<file path="src/rtl/cpu_sequencer_if.sv">
// rtl/cpu_sequencer_if.sv - decoder/multiplier handshake bundle for the CPU cycle sequencer
interface cpu_sequencer_if #(
  parameter int CNT_WIDTH = 16
);
  logic                 run;
  logic                 step_mode;
  logic                 sm_extra;
  logic                 stop;
  logic                 mul_start;
  logic                 mul_done;
  logic [1:0]           state;
  logic                 halted;
  logic                 mul_wait;
  logic [CNT_WIDTH-1:0] instr_retired;
  logic                 mul_timeout;

  // master is the sequencer itself; slave is the decoder/multiplier/control side
  modport master (
    input  run, step_mode, sm_extra, stop, mul_start, mul_done,
    output state, halted, mul_wait, instr_retired, mul_timeout
  );

  modport slave (
    output run, step_mode, sm_extra, stop, mul_start, mul_done,
    input  state, halted, mul_wait, instr_retired, mul_timeout
  );
endinterface

</file>
<file path="src/rtl/cpu_sequencer.sv">
// rtl/cpu_sequencer.sv - FETCH/EXEC1/EXEC2 cycle sequencer with multiply wait, halt/run/step and retire count
module cpu_sequencer #(
  parameter int MUL_TIMEOUT = 16,
  parameter int CNT_WIDTH   = 16
) (
  input  logic              clk,
  input  logic              rst_n,
  cpu_sequencer_if.master   bus
);

  typedef enum logic [2:0] {
    S_HALT,
    S_FETCH,
    S_EXEC1,
    S_EXEC2,
    S_MUL_WAIT
  } seq_state_t;

  localparam logic [7:0] TIMEOUT_LAST = 8'(MUL_TIMEOUT - 1);

  seq_state_t           cur_q;
  logic [3:0]           outs_q;
  logic [7:0]           wait_cnt_q;
  logic [CNT_WIDTH-1:0] retired_q;
  logic                 timeout_q;

  // outs = {decoder state code, halted, mul_wait}; both idle states show 11 so the decoder stays quiet
  function automatic logic [3:0] enc(input seq_state_t s);
    case (s)
      S_FETCH:    enc = 4'b00_0_0;
      S_EXEC1:    enc = 4'b10_0_0;
      S_EXEC2:    enc = 4'b01_0_0;
      S_MUL_WAIT: enc = 4'b11_0_1;
      default:    enc = 4'b11_1_0;
    endcase
  endfunction

  always_ff @(posedge clk) begin
    if (!rst_n) begin
      cur_q      <= S_HALT;
      outs_q     <= enc(S_HALT);
      wait_cnt_q <= 8'd0;
      retired_q  <= '0;
      timeout_q  <= 1'b0;
    end else begin
      case (cur_q)
        S_HALT: begin
          if (bus.run) begin
            cur_q     <= S_FETCH;
            outs_q    <= enc(S_FETCH);
            timeout_q <= 1'b0;
          end
        end
        S_FETCH: begin
          cur_q  <= S_EXEC1;
          outs_q <= enc(S_EXEC1);
        end
        S_EXEC1: begin
          if (bus.stop) begin
            cur_q  <= S_HALT;
            outs_q <= enc(S_HALT);
          end else if (bus.mul_start) begin
            cur_q      <= S_MUL_WAIT;
            outs_q     <= enc(S_MUL_WAIT);
            wait_cnt_q <= 8'd0;
          end else if (bus.sm_extra) begin
            cur_q  <= S_EXEC2;
            outs_q <= enc(S_EXEC2);
          end else begin
            cur_q     <= bus.step_mode ? S_HALT : S_FETCH;
            outs_q    <= enc(bus.step_mode ? S_HALT : S_FETCH);
            retired_q <= retired_q + CNT_WIDTH'(1);
          end
        end
        S_EXEC2: begin
          cur_q     <= bus.step_mode ? S_HALT : S_FETCH;
          outs_q    <= enc(bus.step_mode ? S_HALT : S_FETCH);
          retired_q <= retired_q + CNT_WIDTH'(1);
        end
        S_MUL_WAIT: begin
          // a result arriving on the last allowed cycle still retires
          if (bus.mul_done) begin
            cur_q     <= bus.step_mode ? S_HALT : S_FETCH;
            outs_q    <= enc(bus.step_mode ? S_HALT : S_FETCH);
            retired_q <= retired_q + CNT_WIDTH'(1);
          end else if (wait_cnt_q == TIMEOUT_LAST) begin
            cur_q     <= S_HALT;
            outs_q    <= enc(S_HALT);
            timeout_q <= 1'b1;
          end else begin
            wait_cnt_q <= wait_cnt_q + 8'd1;
          end
        end
        default: begin
          cur_q  <= S_HALT;
          outs_q <= enc(S_HALT);
        end
      endcase
    end
  end

  assign bus.state         = outs_q[3:2];
  assign bus.halted        = outs_q[1];
  assign bus.mul_wait      = outs_q[0];
  assign bus.instr_retired = retired_q;
  assign bus.mul_timeout   = timeout_q;

endmodule

</file>
<file path="src/flat_wrapper.sv">
// flat-port wrapper written by rule: the top's interface ports become plain ports
module cpu_sequencer_flat 
#(
  parameter int MUL_TIMEOUT = 16,
  parameter int CNT_WIDTH   = 16
)
  (clk, rst_n, bus_run, bus_step_mode, bus_sm_extra, bus_stop, bus_mul_start, bus_mul_done, bus_state, bus_halted, bus_mul_wait, bus_instr_retired, bus_mul_timeout);
  cpu_sequencer_if #(.CNT_WIDTH(CNT_WIDTH)) bus_i ();
  input  logic clk;
  input  logic rst_n;
  input wire logic [$bits(bus_i.run)-1:0] bus_run;
  input wire logic [$bits(bus_i.step_mode)-1:0] bus_step_mode;
  input wire logic [$bits(bus_i.sm_extra)-1:0] bus_sm_extra;
  input wire logic [$bits(bus_i.stop)-1:0] bus_stop;
  input wire logic [$bits(bus_i.mul_start)-1:0] bus_mul_start;
  input wire logic [$bits(bus_i.mul_done)-1:0] bus_mul_done;
  output wire logic [$bits(bus_i.state)-1:0] bus_state;
  output wire logic [$bits(bus_i.halted)-1:0] bus_halted;
  output wire logic [$bits(bus_i.mul_wait)-1:0] bus_mul_wait;
  output wire logic [$bits(bus_i.instr_retired)-1:0] bus_instr_retired;
  output wire logic [$bits(bus_i.mul_timeout)-1:0] bus_mul_timeout;
  assign bus_i.run = bus_run;
  assign bus_i.step_mode = bus_step_mode;
  assign bus_i.sm_extra = bus_sm_extra;
  assign bus_i.stop = bus_stop;
  assign bus_i.mul_start = bus_mul_start;
  assign bus_i.mul_done = bus_mul_done;
  assign bus_state = bus_i.state;
  assign bus_halted = bus_i.halted;
  assign bus_mul_wait = bus_i.mul_wait;
  assign bus_instr_retired = bus_i.instr_retired;
  assign bus_mul_timeout = bus_i.mul_timeout;
  cpu_sequencer #(.MUL_TIMEOUT(MUL_TIMEOUT), .CNT_WIDTH(CNT_WIDTH)) u_core (.clk(clk), .rst_n(rst_n), .bus(bus_i));
endmodule
</file>
<file path="config.mk">
export PLATFORM = sky130hd
export DESIGN_NAME = cpu_sequencer_flat
export DESIGN_NICKNAME = d
export VERILOG_FILES = /design/src/rtl/cpu_sequencer_if.sv /design/src/rtl/cpu_sequencer.sv /design/src/flat_wrapper.sv
export SDC_FILE = /design/constraint.sdc
export NUM_CORES = 1
export LEC_CHECK = 0
export CAP_MARGIN = 10
export CORE_MARGIN = 2
export CORE_UTILIZATION = 40
export CTS_CLUSTER_DIAMETER = 60
export DETAILED_ROUTE_END_ITERATION = 12
export GPL_TIMING_DRIVEN = 0
export PLACE_DENSITY = 0.71
export SYNTH_ARGS = -nofsm -noshare
export SYNTH_HDL_FRONTEND = slang
export SYNTH_SLANG_ARGS = --single-unit
</file>
<file path="constraint.sdc">
create_clock -name clk -period 2.9 [get_ports clk]
set_input_delay 0.58 -clock clk [delete_from_list [all_inputs] [get_ports clk]]
set_output_delay 0.58 -clock clk [all_outputs]
set_load 0.02 [all_outputs]
</file>
==> results.md, run 1 <==
* Met1 usage at 25.4%
* Die W at 67.2 um
* Final Skew at 0.00450 ns
* Layer with the highest usage: met2
* Status: completed
* Die H at 67.2 um
* Antenna-violating nets left at 0
* Fin cells at 272
* Gr ovfl total at 0
* Max-Cap Viols at 0
* Hold-fix buffers, CTS at 0
* Clock Path Buffers at 2
* Largest net degree at the start of global routing at 11
* Worst Setup SP: bus_sm_extra
* Seq cells post-synth at 31
* Post-Synthesis Cells at 191
* Crit-path max cell delay at 0.46 ns
* Vias per cell at 5.73
* CP Max Fanout at 10
* Top cells by count, synth: dfxtp_1, nand2_1, a21oi_1
* Worst path required time at 3.06 ns
* Arrival @ worst endpoint at 2.53 ns
* CTS resizes at 0
* Nets at 235
* GR Layer Usage met3 at 5.50%
* Cell chain of the critical path: clkdlybuf4s50_1, or3_4, a221o_1, buf_2, o311ai_0, o41ai_1
* Drt drc at 0
* 1st-iter DRT viols at approximately 110
* Tmin final at ~2.4 ns
* # fillers at 374
* Register area at 621 um2
* Gpl congestion at 0.866
* Synth top area share at 38.8%
* Layout cells sized above 1 at 5.36%
* Num CTS Buffers at 5
* TritonCTS clock tree: yes
* Slew margin rel. at 61.8%
* Site Rows at 22
* Peak supply drop at around 0.00029 V
* Reg-to-reg startpoint: u_core.cur_q[0]
* Final worst-path cycle share at between 80% and 90%
* Leakage power at between 0.6 and 0.7 nW
* Slowest CP cell: clkdlybuf4s50_1
* Ys async rst share at 0%
* Top Ports at 29
* RSZ-0062 raised after global routing: false
* Initial core utilization at 42.7%
* Syn nets at around 200
* Synth warnings at 0
* Actual slew at the worst max-slew pin at 0.569 ns
* CTS Sinks at 31
* Synth-to-Final Area Change at 25.2%
* Most common cell in the synthesized netlist: dfxtp_1
* Placed cell count at ~270
* Min-Delay Path Class: flop to flop
* Mapped cell area at approximately 0.0016 mm2
* Setup Buffers After CTS at 0
* Synth top area cells: dfxtp_1, a21oi_1, nand2_1
* Netlist cell types at 46
* Top_reg_cell synth: dfxtp_1
* Fin. Hold Viols at 0
* Post-DP HPWL at 2.67 mm
* Hold Startpoint: u_core.bus.instr_retired[10]
* Routed wire per std cell at 13.7 um
* Drt pass-1 iters at 5
* DR vias at 1559
* Number of global-route vias before repair at ~1400
* Die area at about 0.0045 mm2
* Drt total wl at 3.74 mm
* Final Max Slew Viols at 0
* Bufs and invs on worst path at 2
* Clock Latency Late Sink at ~0.28 ns
* Multi-input gate area at a little over 900 um2
* GR Layer Usage met2 at 28.0%
* Clock Pin Slew Worst Setup and Hold Paths at 0.06 ns
* GR Util All Layers at 18.9%
* # setup viols final at 0
* Setup TNS at 0 ns
* Register area share after synthesis at between 30 and 40%
* Crit end category: flop
* Syn Area/Cell at 8.37 um2
* Antenna violations before repair at 0
* First-pass GRT wire length at ~6.4 mm
* Setup CP Type: primary input to flop
* Pwr Density at 437 mW/mm2
* Max frequency at around 420 MHz
* Delay-heaviest family, CP: compound AO/OA/AOI/OAI gates
* Ant. Diodes at 0
* # port buffers at 27
* Core Region at 0.00374 mm2
* Biggest area consumer among synthesized cells: dfxtp_1
* CTS Root Cell: clkbuf_8
* Startpoint types: primary input
* H-Tree Level Count at 2
* Post-synth EDFFs at 0
worst reg2reg max path, stage by stage (launching register included):
cell      delay [ns]
dfxtp_1         0.29
clkbuf_1        0.20
nor3b_1         0.44
a22o_1          0.37
buf_2           0.29
mux2i_1         0.21
nor2_1          0.05
flip-flops by register name (all words and copies together) (netlist names):
name                      cells
u_core.bus.mul_timeout        1
u_core.wait_cnt_q             8
u_core.cur_q                  2
u_core.outs_q                 4
u_core.bus.instr_retired     16
kinds of logic (layout without fill, tap and decap cells):
kind of cell             count (synthesis)  count (layout)  share of synthesized area [%]
flip-flops                              31              31                           38.8
multiplexers                             4               4                           2.58
adder cells (fa/ha/maj)                  2               2                           1.57
XOR/XNOR                                 3               3                           1.64
buffers and inverters                   14              47                           3.52
AND/OR/NAND/NOR                         85              85                           30.4
AO/OA/AOI/OAI                           52              52                           21.5
metal layers:
metal  routed length [um]  vias up
li1                     -      792
met1                 1870      724
met2                 1620       35
met3                  179        8
met4                   67        0
met5                    0        -
power by group:
part / internal, mW / switching (mW)
logic: 0.0516 / 0.0662
clock network: 0.160 / 0.153
registers: 0.438 / 0.00615
final timing paths:
| path | to | slack (ns) | cells after the start |
|---|---|---|---|
| min reg2reg | u_core.bus.instr_retired[10] | 0.50 | 2 |
| max | u_core.bus.instr_retired[15] | 0.53 | 6 |
| max reg2reg | u_core.bus.instr_retired[1] | 0.92 | 6 |
| min | u_core.bus.instr_retired[10] | 0.50 | 2 |
metrics by stage:
stage	instance area [um2]	total power [mW]	hold slack (ns)	util [%]	setup slack, ns
floorplan	1600	0.527	0.475	-	0.859
global placement	1930	0.570	0.488	51.5	0.258
detailed placement	1930	0.571	0.489	51.5	0.232
CTS	2000	0.887	0.500	53.4	0.534
global route	2000	0.918	0.525	53.4	0.422
finish	2000	0.874	0.502	53.4	0.528
layout by cell type, fill, tap and decap left out, types with 2 or more instances in the layout:
master / count
ha_1: 2
nand4_1: 4
nand2b_1: 7
nand3_1: 12
a211oi_1: 2
mux2i_1: 3
o221ai_1: 2
o22ai_1: 2
xor2_1: 2
nand3b_1: 2
inv_1: 4
nor2_1: 10
o21a_1: 2
o31ai_1: 6
a311oi_1: 2
and4_1: 3
clkbuf_8: 5
o21ai_0: 10
a22o_1: 2
dfxtp_1: 31
or4_1: 5
nand4b_1: 2
nor4b_1: 2
nand2_1: 18
nor3_1: 6
clkdlybuf4s50_1: 27
clkbuf_1: 8
buf_2: 3
a21oi_1: 15
or3_1: 7
cell type report:
class | instances | area share, %
Multi-Input combinational cell | 146 | 46.0
Sequential cell | 31 | 31.0
Timing Repair Buffer | 27 | 13.5
Clock buffer | 6 | 3.63
Tap cell | 48 | 3.00
Buffer | 10 | 2.06
Inverter | 4 | 0.750
(Power assumes the default switching activity.)
==> run 2: changes to the inputs <==
Settings changed: PLACE_DENSITY 0.71 to 0.73.
Clock period 2.9 ns to 1.95 ns, I/O delays scaled along.
==> run 2 against run 1 <==
Net effect:
- via count rose by 0.26%
- critical path depth did not move
- sequential power rose by 51%
- count of clock-buffer cells in the layout did not move
- utilization rose by 0.74 points
- clock power rose by 64%
- routed wire length fell by 1.2%
- clock skew rose by 0.0016 ns
- register-to-register slack got worse by 0.78 ns
- setup slack got worse by 0.44 ns
- first-iteration DRC count fell by 3.8%
- critical path type unchanged
- largest power group unchanged
- highest routed layer unchanged
==> results.md, run 2 (synthesis gave the netlist of run 1 again) <==
* Status: completed
* RSZ-0062 raised after global routing: false
* Crit Reg-Reg Endpoint: u_core.bus.instr_retired[7]
* Arrival @ worst endpoint at around 2.1 ns
* Vias per cell at 5.77
* Number of global-route vias before repair at roughly 1400
* Worst path required time at 2.17 ns
* # setup viols final at 0
* Slowest CP cell: or3_4
* Final Skew at 0.00614 ns
* Tmin final at 1.87 ns
* Leakage power at 0.666 nW
* Ant. Diodes at 0
* Peak supply drop at between 0.0003 and 0.0004 V
* Final Max Slew Viols at 0
* Largest net degree at the start of global routing at 11
* Worst r2r path cells at 5
* Num CTS Buffers at 5
* Startpoint types: primary input
* Setup TNS at 0 ns
* Gpl congestion at between 0.8 and 0.9
* Setup CP Type: primary input to flop
* Post-DP HPWL at 2.67 mm
* 1st-iter DRT viols at 101
* Max-Cap Viols at 0
* Critical path depth at 6
* Commonest non-fill, non-tap cells in the layout: dfxtp_1, clkdlybuf4s50_1, nand2_1
* Die area at ~0.0045 mm2
* Crit-path max cell delay at 0.41 ns
* Cell chain of the critical path: dlygate4sd2_1, or3_4, a221o_1, buf_6, or3_1, a21oi_1
* Drt drc at 0
* Gr ovfl total at 0
* Slew margin rel. at 60.8%
* Antenna violations before repair at 0
* CTS Sinks at 31
* Clock Pin Slew Worst Setup and Hold Paths at ~0.070 ns
* Drt total wl at 3.69 mm
* DR vias at roughly 1600
* Antenna-violating nets left at 0
* Worst Setup SP: bus_sm_extra
* Drt pass-1 iters at 4
* H-Tree Level Count at 2
* CP Max Fanout at 10
* Fin. Hold Viols at 0
* Actual slew at the worst max-slew pin at approximately 0.6 ns
* Top Ports at 29
* Delay-heaviest family, CP: simple AND/OR/NAND/NOR gates
* Crit end category: flop
* Setup Buffers After CTS at 0
* Final worst-path cycle share at around 96%
* Routed wire per std cell at 13.6 um
* Min-Delay Path Class: flop to flop
* Pre-CTS setup slack at -0.528 ns
* GR Util All Layers at 18.5%
* Layout cells sized above 1 at under 10%
* Max frequency at 536 MHz
* Util after Layout at between 50% and 60%
* Most common cell after layout, fill and taps aside: dfxtp_1
* CTS Root Cell: clkbuf_8
* Flip-flop count of the largest register after layout at 16
* R2R setup slack at 0.14 ns
* Bufs and invs on worst path at 2
* Final WS setup at 0.0844 ns
* CP endpoint: u_core.bus.instr_retired[7]
* Power, Total at approximately 1.3 mW
* First-pass GRT wire length at just over 6 mm
* Die W at 67.2 um
* TritonCTS clock tree: yes
* Hold-fix buffers, CTS at 0
* Reg-to-reg startpoint: u_core.cur_q[0]
* # port buffers at 27
* Die H at slightly below 70 um
* Synth-to-Final Area Change at 26.9%
* Clock Latency Late Sink at 0.29 ns
* Clock Path Buffers at 2
* Pwr Density at 663 mW/mm2
* Nets at between 200 and 250
* Initial core utilization at 42.7%
* Site Rows at 22
* Core Region at 0.00374 mm2
[run 2: how the worst min path moves through the flow]
stage,from,endpoint,cells after the start
6_report,u_core.bus.instr_retired[10],u_core.bus.instr_retired[10],2
5_1_grt,u_core.bus.instr_retired[15],u_core.bus.instr_retired[15],2
4_1_cts,u_core.bus.instr_retired[15],u_core.bus.instr_retired[15],2
3_5_place_dp,u_core.bus.instr_retired[10],u_core.bus.instr_retired[10],2
3_3_place_gp,u_core.bus.instr_retired[10],u_core.bus.instr_retired[10],2
2_1_floorplan,u_core.wait_cnt_q[3],u_core.wait_cnt_q[3],1
[run 2: what timing repair did]
item,CTS,global route
resized for setup,7,3
pin swaps,1,1
endpoints found under the setup margin,11,11
[run 2: worst reg2reg max path, delay by kind of cell (launching register included)]
family / cells / cell delay (ns)
buffers and inverters: 1 / 0.16
DFF: 1 / 0.56
AOI/OAI and AO/OA: 2 / 0.56
and+or+nand+nor: 2 / 0.47
[run 2: layout make-up]
class                      instances  area, um2
sequential                        31        621
fill                             386       1720
timing repair buffer              27        269
multi-input combinational        146        936
buffer                             8       40.0
tap                               48       60.1
clock buffer                       6       82.6
clock inverter                     1       5.00
inverter                           4       15.0
[run 2: where the power goes]
group | internal, mW | total (mW) | switching (mW) | leakage [nW]
clock network | 0.276 | 0.511 | 0.235 | 0.0470
registers | 0.651 | 0.670 | 0.0182 | 0.251
logic | 0.0743 | 0.165 | 0.0904 | 0.368
[run 2: through the flow]
stage | std cells | hold slack (ns) | instance area (um2)
final | 271 | 0.499 | 2030
after global routing | 271 | 0.537 | 2030
after CTS | 273 | 0.504 | 2020
after detailed placement | 266 | 0.498 | 1930
after global placement | 266 | 0.487 | 1930
after floorplan | 191 | 0.475 | 1600
[run 2: per-layer routing]
| metal | global-route usage, % | wire, um | up-vias |
|---|---|---|---|
| met2 | 26.9 | 1670 | 27 |
| li1 | - | - | 792 |
| met5 | 0 | 0 | - |
| met1 | 25.2 | 1800 | 738 |
| met3 | 5.67 | 147 | 6 |
| met4 | 8.42 | 76 | 0 |
